### src/rtl/fbdsp_pkg.sv
// Shared types and constants for the FBDSP iterative fractured multiplier.
package fbdsp_pkg;

    typedef enum logic [1:0] {
        IDLE = 2'd0,
        MUL  = 2'd1,
        DONE = 2'd2
    } state_t;

    localparam logic MODE_FULL   = 1'b0;
    localparam logic MODE_PACKED = 1'b1;

    localparam int K_FULL   = 4;
    localparam int K_PACKED = 2;

endpackage

### src/rtl/fbdsp_half_mult.sv
// Combinational signed AW x BW multiplier shared by every partial-product step.
module fbdsp_half_mult #(
    parameter int AW = 5,
    parameter int BW = 5
) (
    input  logic signed [AW-1:0]    i_a,
    input  logic signed [BW-1:0]    i_b,
    output logic signed [AW+BW-1:0] o_p
);

    assign o_p = i_a * i_b;

endmodule

### src/rtl/fbdsp_iter_mult.sv
// Iterative fractured N x M multiplier: 4-step full product or 2-step packed dual-lane.
// Optional running accumulation enabled by defining FBDSP_ACC_EN.
module fbdsp_iter_mult
    import fbdsp_pkg::*;
#(
    parameter int N = 8,
    parameter int M = 8
) (
    input  logic           clk,
    input  logic           rst,
    input  logic           in_valid,
    output logic           in_ready,
    input  logic           mode,
    input  logic           sign_a,
    input  logic           sign_b,
    input  logic [N-1:0]   aa,
    input  logic [M-1:0]   bb,
`ifdef FBDSP_ACC_EN
    input  logic           acc_en,
    input  logic           acc_clr,
`endif
    output logic           out_valid,
    input  logic           out_ready,
    output logic [N+M-1:0] out,
    output logic           busy
);

    localparam int NH = N / 2;
    localparam int MH = M / 2;
    localparam int HA = NH + 1;
    localparam int HB = MH + 1;
    localparam int PW = HA + HB;
    localparam int W  = N + M;
    localparam int LW = NH + MH;

    state_t             r_state, w_state_next;
    logic [1:0]         r_cnt;
    logic               r_mode, r_sign_a, r_sign_b;
    logic [N-1:0]       r_aa;
    logic [M-1:0]       r_bb;
    logic [W-1:0]       r_acc, r_out;
    logic               r_out_valid;

    logic               w_accept, w_last, w_in_ready, w_packed, w_b_hi;
    logic signed [HA-1:0] w_a_sel;
    logic signed [HB-1:0] w_b_sel;
    logic signed [PW-1:0] w_pp;
    logic [W-1:0]       w_pp_ext, w_term, w_acc_next, w_base;

    assign w_packed = (r_mode == MODE_PACKED);
    assign w_last   = w_packed ? (r_cnt == 2'(K_PACKED - 1)) : (r_cnt == 2'(K_FULL - 1));
    assign w_accept = in_valid && w_in_ready;

    // Low halves carry a sign bit only as independent packed lanes; high halves always honour sign.
    assign w_b_hi  = w_packed ? r_cnt[0] : r_cnt[1];
    assign w_a_sel = r_cnt[0] ? {r_sign_a & r_aa[N-1], r_aa[N-1:NH]}
                              : {w_packed & r_sign_a & r_aa[NH-1], r_aa[NH-1:0]};
    assign w_b_sel = w_b_hi   ? {r_sign_b & r_bb[M-1], r_bb[M-1:MH]}
                              : {w_packed & r_sign_b & r_bb[MH-1], r_bb[MH-1:0]};

    fbdsp_half_mult #(.AW(HA), .BW(HB)) u_half_mult (
        .i_a (w_a_sel),
        .i_b (w_b_sel),
        .o_p (w_pp)
    );

    assign w_pp_ext = {{(W - PW){w_pp[PW-1]}}, w_pp};

    // NOTE: every variable driven here gets a default first so no latch is inferred.
    always_comb begin
        w_term     = w_pp_ext;
        w_acc_next = r_acc;
        case (r_cnt)
            2'd0:    w_term = w_pp_ext;
            2'd1:    w_term = w_pp_ext << NH;
            2'd2:    w_term = w_pp_ext << MH;
            default: w_term = w_pp_ext << (NH + MH);
        endcase
        if (!w_packed) begin
            w_acc_next = r_acc + w_term;
        end else if (!r_cnt[0]) begin
            w_acc_next[LW-1:0] = r_acc[LW-1:0] + w_pp[LW-1:0];
        end else begin
            w_acc_next[W-1:LW] = r_acc[W-1:LW] + w_pp[LW-1:0];
        end
    end

`ifdef FBDSP_ACC_EN
    assign w_base = (acc_en && !acc_clr) ? r_out : '0;
`else
    assign w_base = '0;
`endif

    always_comb begin
        w_state_next = r_state;
        w_in_ready   = 1'b0;
        busy         = 1'b0;
        case (r_state)
            IDLE: begin
                w_in_ready = 1'b1;
                if (in_valid) w_state_next = MUL;
            end
            MUL: begin
                busy = 1'b1;
                if (w_last) w_state_next = DONE;
            end
            DONE: begin
                w_in_ready = out_ready;
                if (out_ready) w_state_next = in_valid ? MUL : IDLE;
            end
            default: w_state_next = IDLE;
        endcase
    end

    // NOTE: sequential state uses non-blocking assignments so all flops update together.
    always_ff @(posedge clk) begin
        if (rst) begin
            r_state     <= IDLE;
            r_cnt       <= '0;
            r_out       <= '0;
            r_out_valid <= 1'b0;
        end else begin
            r_state     <= w_state_next;
            r_out_valid <= (w_state_next == DONE);
            if (w_accept)            r_cnt <= '0;
            else if (r_state == MUL) r_cnt <= r_cnt + 2'd1;
            if (r_state == MUL && w_last) r_out <= w_acc_next;
        end
    end

    // NOTE: operand and accumulator flops carry no reset; they are always reloaded on acceptance.
    always_ff @(posedge clk) begin
        if (w_accept) begin
            r_aa     <= aa;
            r_bb     <= bb;
            r_mode   <= mode;
            r_sign_a <= sign_a;
            r_sign_b <= sign_b;
            r_acc    <= w_base;
        end else if (r_state == MUL) begin
            r_acc    <= w_acc_next;
        end
    end

    assign in_ready  = w_in_ready;
    assign out_valid = r_out_valid;
    assign out       = r_out;

endmodule
### config.mk
export PLATFORM = sky130hd
export DESIGN_NAME = fbdsp_iter_mult
export DESIGN_NICKNAME = d
export VERILOG_FILES = /design/src/rtl/fbdsp_pkg.sv /design/src/rtl/fbdsp_half_mult.sv /design/src/rtl/fbdsp_iter_mult.sv
export SDC_FILE = /design/constraint.sdc
export NUM_CORES = 1
export LEC_CHECK = 0
export ABC_AREA = 1
export BUFFER_PORTS_ARGS = -buffer_cell sky130_fd_sc_hd__buf_2
export CORE_MARGIN = 2
export CORE_UTILIZATION = 28
export DETAILED_ROUTE_END_ITERATION = 10
export PLACE_DENSITY = 0.54
export SLEW_MARGIN = 20
export SYNTH_ARGS = -nofsm -noshare
export SYNTH_HDL_FRONTEND = slang
export SYNTH_SLANG_ARGS = --single-unit
export TNS_END_PERCENT = 50
### constraint.sdc
create_clock -name clk -period 6.19 [get_ports clk]
set_input_delay 1.238 -clock clk [delete_from_list [all_inputs] [get_ports clk]]
set_output_delay 1.238 -clock clk [all_outputs]
set_load 0.02 [all_outputs]
==> results of run 1 <==
through the flow:
step           total power (uW)  worst slack, ns  std cells
4_1_cts                    2106           0.1062        966
3_3_place_gp               1804           0.1517        958
3_5_place_dp               1802           0.1298        958
2_1_floorplan              1470           0.8106        691
5_1_grt                    2363          0.01757        969
6_report                   2146           0.4430        969
layout by cell type, fill, tap and decap left out, drive strengths merged, types with 2 or more instances in the layout:
master    n
ha       49
o21a      4
o221ai    4
o22ai     3
xor2      5
or2      12
o21bai    8
a22oi     7
nand2   131
nand4     3
nand3    53
nor3      6
a32oi     3
a21o      2
a31oi     2
clkinv    3
edfxtp   19
clkbuf    6
o21ai    44
o31ai     4
fa       20
inv     137
buf      52
dfxtp    37
o211ai    9
nor2     65
a21oi    43
worst max path at each step:
stage | start | endpoint | slack (ns) | cells past startpoint
6_report | r_mode | out[15] | 0.44 | 30
5_1_grt | r_mode | out[15] | 0.02 | 37
4_1_cts | r_cnt[0] | out[15] | 0.11 | 33
3_5_place_dp | r_cnt[0] | out[15] | 0.13 | 33
3_3_place_gp | r_cnt[0] | out[15] | 0.15 | 33
2_1_floorplan | r_mode | out[14] | 0.81 | 33
layout make-up:
cell class / count / area [um2]
Sequential cell: 56 / 1313
Inverter: 138 / 523.0
Clock inverter: 2 / 10.01
Timing Repair Buffer: 52 / 287.8
Multi-Input combinational cell: 486 / 3278
Tap cell: 229 / 286.5
Clock buffer: 6 / 138.9
Fill cell: 1931 / 12070
registers in the layout, summed over array words and instances (netlist names):
register,count
r_state,2
r_acc,16
r_aa,8
r_sign_a,1
out_valid,1
out,16
r_cnt,2
r_sign_b,1
r_bb,8
r_mode,1
per-layer routing:
layer	vias up	wire (um)	track usage [%]
li1	2357	-	-
met1	2004	6572	19.59
met2	86	5765	22.69
met3	17	513	2.417
met4	0	310	4.944
met5	-	0	0
worst register-to-register path, delay by kind of cell (launching register included):
| family | cells | cell delay [ns] |
|---|---|---|
| simple gates | 13 | 1.35 |
| flops | 1 | 0.39 |
| compound gates | 6 | 1.07 |
| buf+inv | 5 | 0.37 |
| xor+xnor | 1 | 0.20 |
| fa+ha+maj | 5 | 2.25 |
what timing repair did:
item	CTS	global route
endpoints found under the setup margin	0	15
buffers inserted	0	3
resized for setup	0	18
report_power, final:
| group | internal [uW] | switching [uW] | leakage (uW) |
|---|---|---|---|
| Sequential | 416 | 43.9 | 0.000485 |
| Clock | 160 | 135 | 0.0000766 |
| Combinational | 503 | 888 | 0.00241 |
logic make-up after synthesis:
kind of cell	after synthesis	share of synthesized area (%)
AND/OR/NAND/NOR	273	24.32
buffers and inverters	149	11.48
AO/OA/AOI/OAI	137	17.23
adder cells (fa/ha/maj)	69	19.88
flip-flops	56	25.72
XOR/XNOR	6	1.178
multiplexers	1	0.1963
==> impl_metrics.json, run 1 <==
{
  "totalWireLength_um": 13160,
  "synth-seq-area-share_pct": 25.72,
  "yosysTopAreaCell": "sky130_fd_sc_hd__dfxtp_1",
  "hold_path_class": "register to register",
  "drt_pass_1_iters": 4,
  "netlist-cell-type-count": 54,
  "grt_antenna_before_repair": 0,
  "cts.sinks": 56,
  "placement_rows": 49,
  "synth_area_per_cell_um2": 7.379,
  "setup-tns-final_ns": 0,
  "post_synth_instance_area_um2": 5099,
  "synth_most_common_cell": "sky130_fd_sc_hd__nand2_1",
  "drv.max_cap_violation_count": 0,
  "ios": 42,
  "final_core_util_pct": 32.60,
  "max_freq_mhz": 174.0,
  "synth_enable_flop_cells": 19,
  "critPathArrivalTime_ns": 5.95,
  "drv_slew": 0,
  "drc": 0,
  "cpMaxStageDelayCell": "sky130_fd_sc_hd__fa_1",
  "setup.worst_path.end_class": "register",
  "num-nets-final": 831,
  "worstHoldEndpoint": "out[9]",
  "number_of_buffers_created_by_cts": 5,
  "number_of_buffer_and_inverter_stages_on_the_critical_path": 5,
  "place.port_buffers": 41,
  "worst_clock_skew_ns": 0.007422,
  "fp.dieW_um": 138.9,
  "clock_insertion_delay_worst_skew_ns": 0.31,
  "regToRegEndpoint": "out[15]",
  "grt.overflow.total": 0,
  "die_height_um": 138.9,
  "async_reset_ff_share_pct": 0,
  "area_growth_syn_to_layout_pct": 14.48,
  "worst_path_dominant_cell_family": "adder cells",
  "clock_tree.htree_level_count": 2,
  "finalCritPeriodShare_pct": 92.84,
  "syn_inst": 691,
  "synth_commonest_cells": "127 x sky130_fd_sc_hd__nand2_1, 114 x sky130_fd_sc_hd__inv_1, 61 x sky130_fd_sc_hd__nor2_1",
  "dpl_cell_area_um2": 5588,
  "syn-num-nets": 783,
  "setup_viol": 0,
  "start_util_pct": 28.48,
  "r2r-start": "r_mode",
  "ctsHoldBuffers": 0,
  "antennaDiodeCount": 0,
  "grt_usage_pct": 14.25,
  "layout-drive-gt1-share_pct": 18.38,
  "hpwlAfterDp_um": 10720,
  "finalHoldViolations": 0,
  "crit_top_cell": "sky130_fd_sc_hd__nand2_1",
  "worst_ir_drop_vdd_v": 0.0001508,
  "clock_tree_from_tritoncts": "yes",
  "clockBufferDepth": 2,
  "p_per_area_nw_per_um2": 367.7,
  "routabilityCongestion": 0.9034,
  "critical_path_class": "register to register",
  "unrepaired_setup_endpoints_after_global_routing": "false",
  "reg2reg_depth": 30,
  "power.leakage_uw": 0.002968,
  "first_pass_grt_wire_length_um": 22130,
  "start_kind": "register",
  "timing.critical_path.fanout_max": 6,
  "synth_top_area_share_pct": 14.53,
  "clkSlewWorstSetupHoldPaths_ns": 0.07,
  "drt_first_iter_violations": 175,
  "first_global_vias": 4317,
  "synth_top_cells_by_area": "sky130_fd_sc_hd__dfxtp_1 15%, sky130_fd_sc_hd__ha_1 12%, sky130_fd_sc_hd__edfxtp_1 11%, sky130_fd_sc_hd__nand2_1 9.3%, sky130_fd_sc_hd__inv_1 8.4%",
  "holdCritStartpoint": "out[9]",
  "final_period_minus_worst_setup_slack_ns": 5.747,
  "postSynth.topFlopCell": "sky130_fd_sc_hd__dfxtp_1",
  "design.core.area_um2": 17900,
  "post_detailed_route_wirelength_per_cell_um": 13.58,
  "detail_route.vias_per_cell": 4.607,
  "num_vias": 4464,
  "holdPathStages": 2,
  "outcome": "complete, no violations",
  "cp_slowest_stage_delay_ns": 0.57,
  "slew_headroom_pct": 49.23,
  "worst_hold_slack_ns": 0.4982,
  "max_slew.worst_pin.slew_ns": 0.7607,
  "synth_register_bits": 56,
  "overall_die_area_um2": 19300,
  "largest_net_degree_at_the_start_of_global_routing": 33,
  "cts-root-buf": "sky130_fd_sc_hd__clkbuf_16",
  "final_design_area_no_fill_um2": 5837,
  "critical_path_required_ns": 6.40,
  "yosysWarnings": 0,
  "number_of_nets_with_antenna_violations_after_detailed_routing": 0,
  "r2r_slack_ns": 0.44
}
(Power assumes the default switching activity.)
==> inputs of run 2 (changes only) <==
--- a/config.mk
+++ b/config.mk
@@ -6,11 +6,11 @@
 export NUM_CORES = 1
 export LEC_CHECK = 0
 export ABC_AREA = 1
-export BUFFER_PORTS_ARGS = -buffer_cell sky130_fd_sc_hd__buf_2
 export CORE_MARGIN = 2
 export CORE_UTILIZATION = 28
 export DETAILED_ROUTE_END_ITERATION = 10
-export PLACE_DENSITY = 0.54
+export DONT_BUFFER_PORTS = 1
+export PLACE_DENSITY = 0.52
 export SLEW_MARGIN = 20
 export SYNTH_ARGS = -nofsm -noshare
 export SYNTH_HDL_FRONTEND = slang
==> impl_metrics.json, run 2 (synthesized netlist as in run 1, its figures left out) <==
{
  "outcome": "complete, no violations",
  "setup.worst_path.end_class": "register",
  "crit_path_start": "r_mode",
  "reg2reg_depth": 34,
  "drc": 0,
  "worstHoldEndpoint": "r_cnt[1]",
  "critical_path_class": "register to register",
  "routabilityCongestion": 0.9109,
  "regArea_um2": 1313,
  "multiInputGateArea_um2": 3247,
  "worst_clock_skew_ns": 0.007431,
  "finalHoldViolations": 0,
  "num_vias": 4352,
  "cts.sinks": 56,
  "cts-root-buf": "sky130_fd_sc_hd__clkbuf_16",
  "die_height_um": 138.9,
  "overall_die_area_um2": 19300,
  "cp_slowest_stage_delay_ns": 0.54,
  "holdCritStartpoint": "r_cnt[1]",
  "post_detailed_route_wirelength_per_cell_um": 14.45,
  "number_of_nets_with_antenna_violations_after_detailed_routing": 0,
  "setup_viol": 0,
  "clkSlewWorstSetupHoldPaths_ns": 0.07,
  "antennaDiodeCount": 0,
  "hpwlAfterDp_um": 11060,
  "critical_path_required_ns": 6.40,
  "start_kind": "register",
  "place.port_buffers": 0,
  "finalCritPeriodShare_pct": 92.60,
  "worst_ir_drop_vdd_v": 0.0001571,
  "detail_route.vias_per_cell": 4.695,
  "grt_usage_pct": 14.39,
  "slew_headroom_pct": 44.93,
  "fillers": 1979,
  "final_period_minus_worst_setup_slack_ns": 5.732,
  "drt_first_iter_violations": 297,
  "drv.max_cap_violation_count": 0,
  "number_of_buffers_created_by_cts": 5,
  "fp.dieW_um": 138.9,
  "clockBufferDepth": 2,
  "drt_pass_1_iters": 5,
  "timing.critical_path.fanout_max": 5,
  "largest_net_degree_at_the_start_of_global_routing": 33,
  "regToRegEndpoint": "out[12]",
  "grt_antenna_before_repair": 0,
  "first_global_vias": 4224,
  "power.leakage_uw": 0.002778,
  "design.core.area_um2": 17900,
  "p_per_area_nw_per_um2": 377.1,
  "cpMaxStageDelayCell": "sky130_fd_sc_hd__fa_1",
  "ctsHoldBuffers": 0,
  "layout-drive-gt1-share_pct": 12.32,
  "num-nets-final": 790,
  "max_slew.worst_pin.slew_ns": 0.8251,
  "r2r_slack_ns": 0.46,
  "grt.overflow.total": 0,
  "setup-tns-final_ns": 0,
  "ios": 42,
  "area_growth_syn_to_layout_pct": 9.840,
  "r2r-start": "r_mode",
  "clock_insertion_delay_worst_skew_ns": 0.31,
  "clock_tree_from_tritoncts": "yes",
  "drv_slew": 0,
  "layout.cells.most_common_list": "126 x sky130_fd_sc_hd__nand2_1, 114 x sky130_fd_sc_hd__inv_1, 57 x sky130_fd_sc_hd__nor2_1",
  "hold_path_class": "register to register",
  "unrepaired_setup_endpoints_after_global_routing": "false",
  "worst_hold_slack_ns": 0.5041,
  "clock_tree.htree_level_count": 2,
  "totalWireLength_um": 13390,
  "start_util_pct": 28.48,
  "first_pass_grt_wire_length_um": 21970,
  "holdPathStages": 2,
  "max_freq_mhz": 174.5,
  "layout.cells.most_common": "sky130_fd_sc_hd__nand2_1",
  "critPathArrivalTime_ns": 5.94,
  "placement_rows": 49,
  "crit_top_cell": "sky130_fd_sc_hd__nand2_1"
}
[run 2: cell types whose count changed in the layout (fill, tap and decap cells not counted), sizes merged]
cell,previous run,this run
buf,52,11
clkbuf,6,7
clkinv,3,1
[run 2: worst max path at each step]
stage | end | slack [ns]
6_report | out[12] | 0.46
5_1_grt | out[14] | 0.008
4_1_cts | out[12] | 0.30
3_5_place_dp | out[12] | 0.32
3_3_place_gp | out[12] | 0.33
2_1_floorplan | out[14] | 0.81
[run 2: through the flow]
stage	setup WS [ns]	instances	instance area, um2	total power (uW)	utilization, %
3_5_place_dp	0.3239	918	5390	1789	30.11
6_report	0.4583	927	5600	2112	31.28
3_3_place_gp	0.3346	918	5390	1795	30.11
5_1_grt	0.008183	927	5600	2323	31.28
2_1_floorplan	0.8106	691	5099	1470	-
4_1_cts	0.2987	925	5544	2115	30.97
[run 2: per-layer routing]
layer / track usage [%] / vias up / share of wire (%)
li1: - / 2280 / -
met1: 19.46 / 1985 / 49
met2: 23.54 / 71 / 45
met3: 2.521 / 16 / 3.6
met4: 4.413 / 0 / 2.2
met5: 0 / - / 0
[run 2: worst max-delay path: cells and delay by family, from the launching register on]
kind / cells / cell delay [ns]
AND/OR/NAND/NOR: 15 / 1.51
buffers and inverters: 6 / 0.45
adder cells (fa/ha/maj): 5 / 2.19
AO/OA/AOI/OAI: 7 / 0.85
flip-flops: 1 / 0.42
XOR/XNOR: 1 / 0.20
[run 2: what timing repair did]
action                                  CTS  global route
gates resized for setup                   0             9
endpoints found under the setup margin    0            12
setup buffers                             0             2
[run 2: area by class of cell]
cell class / instances / area share [%]
multi-input combinational: 486 / 57.98
tap: 229 / 5.116
timing repair buffer: 11 / 1.475
sequential: 56 / 23.44
inverter: 138 / 9.249
clock buffer: 7 / 2.748
[run 2: power breakdown]
part	leakage, uW	internal [uW]	total, uW	switching, uW
logic	0.00222	476	1340	866
clock network	0.0000751	173	309	136
registers	0.000485	416	461	44.4
total	0.00278	1070	2110	1050
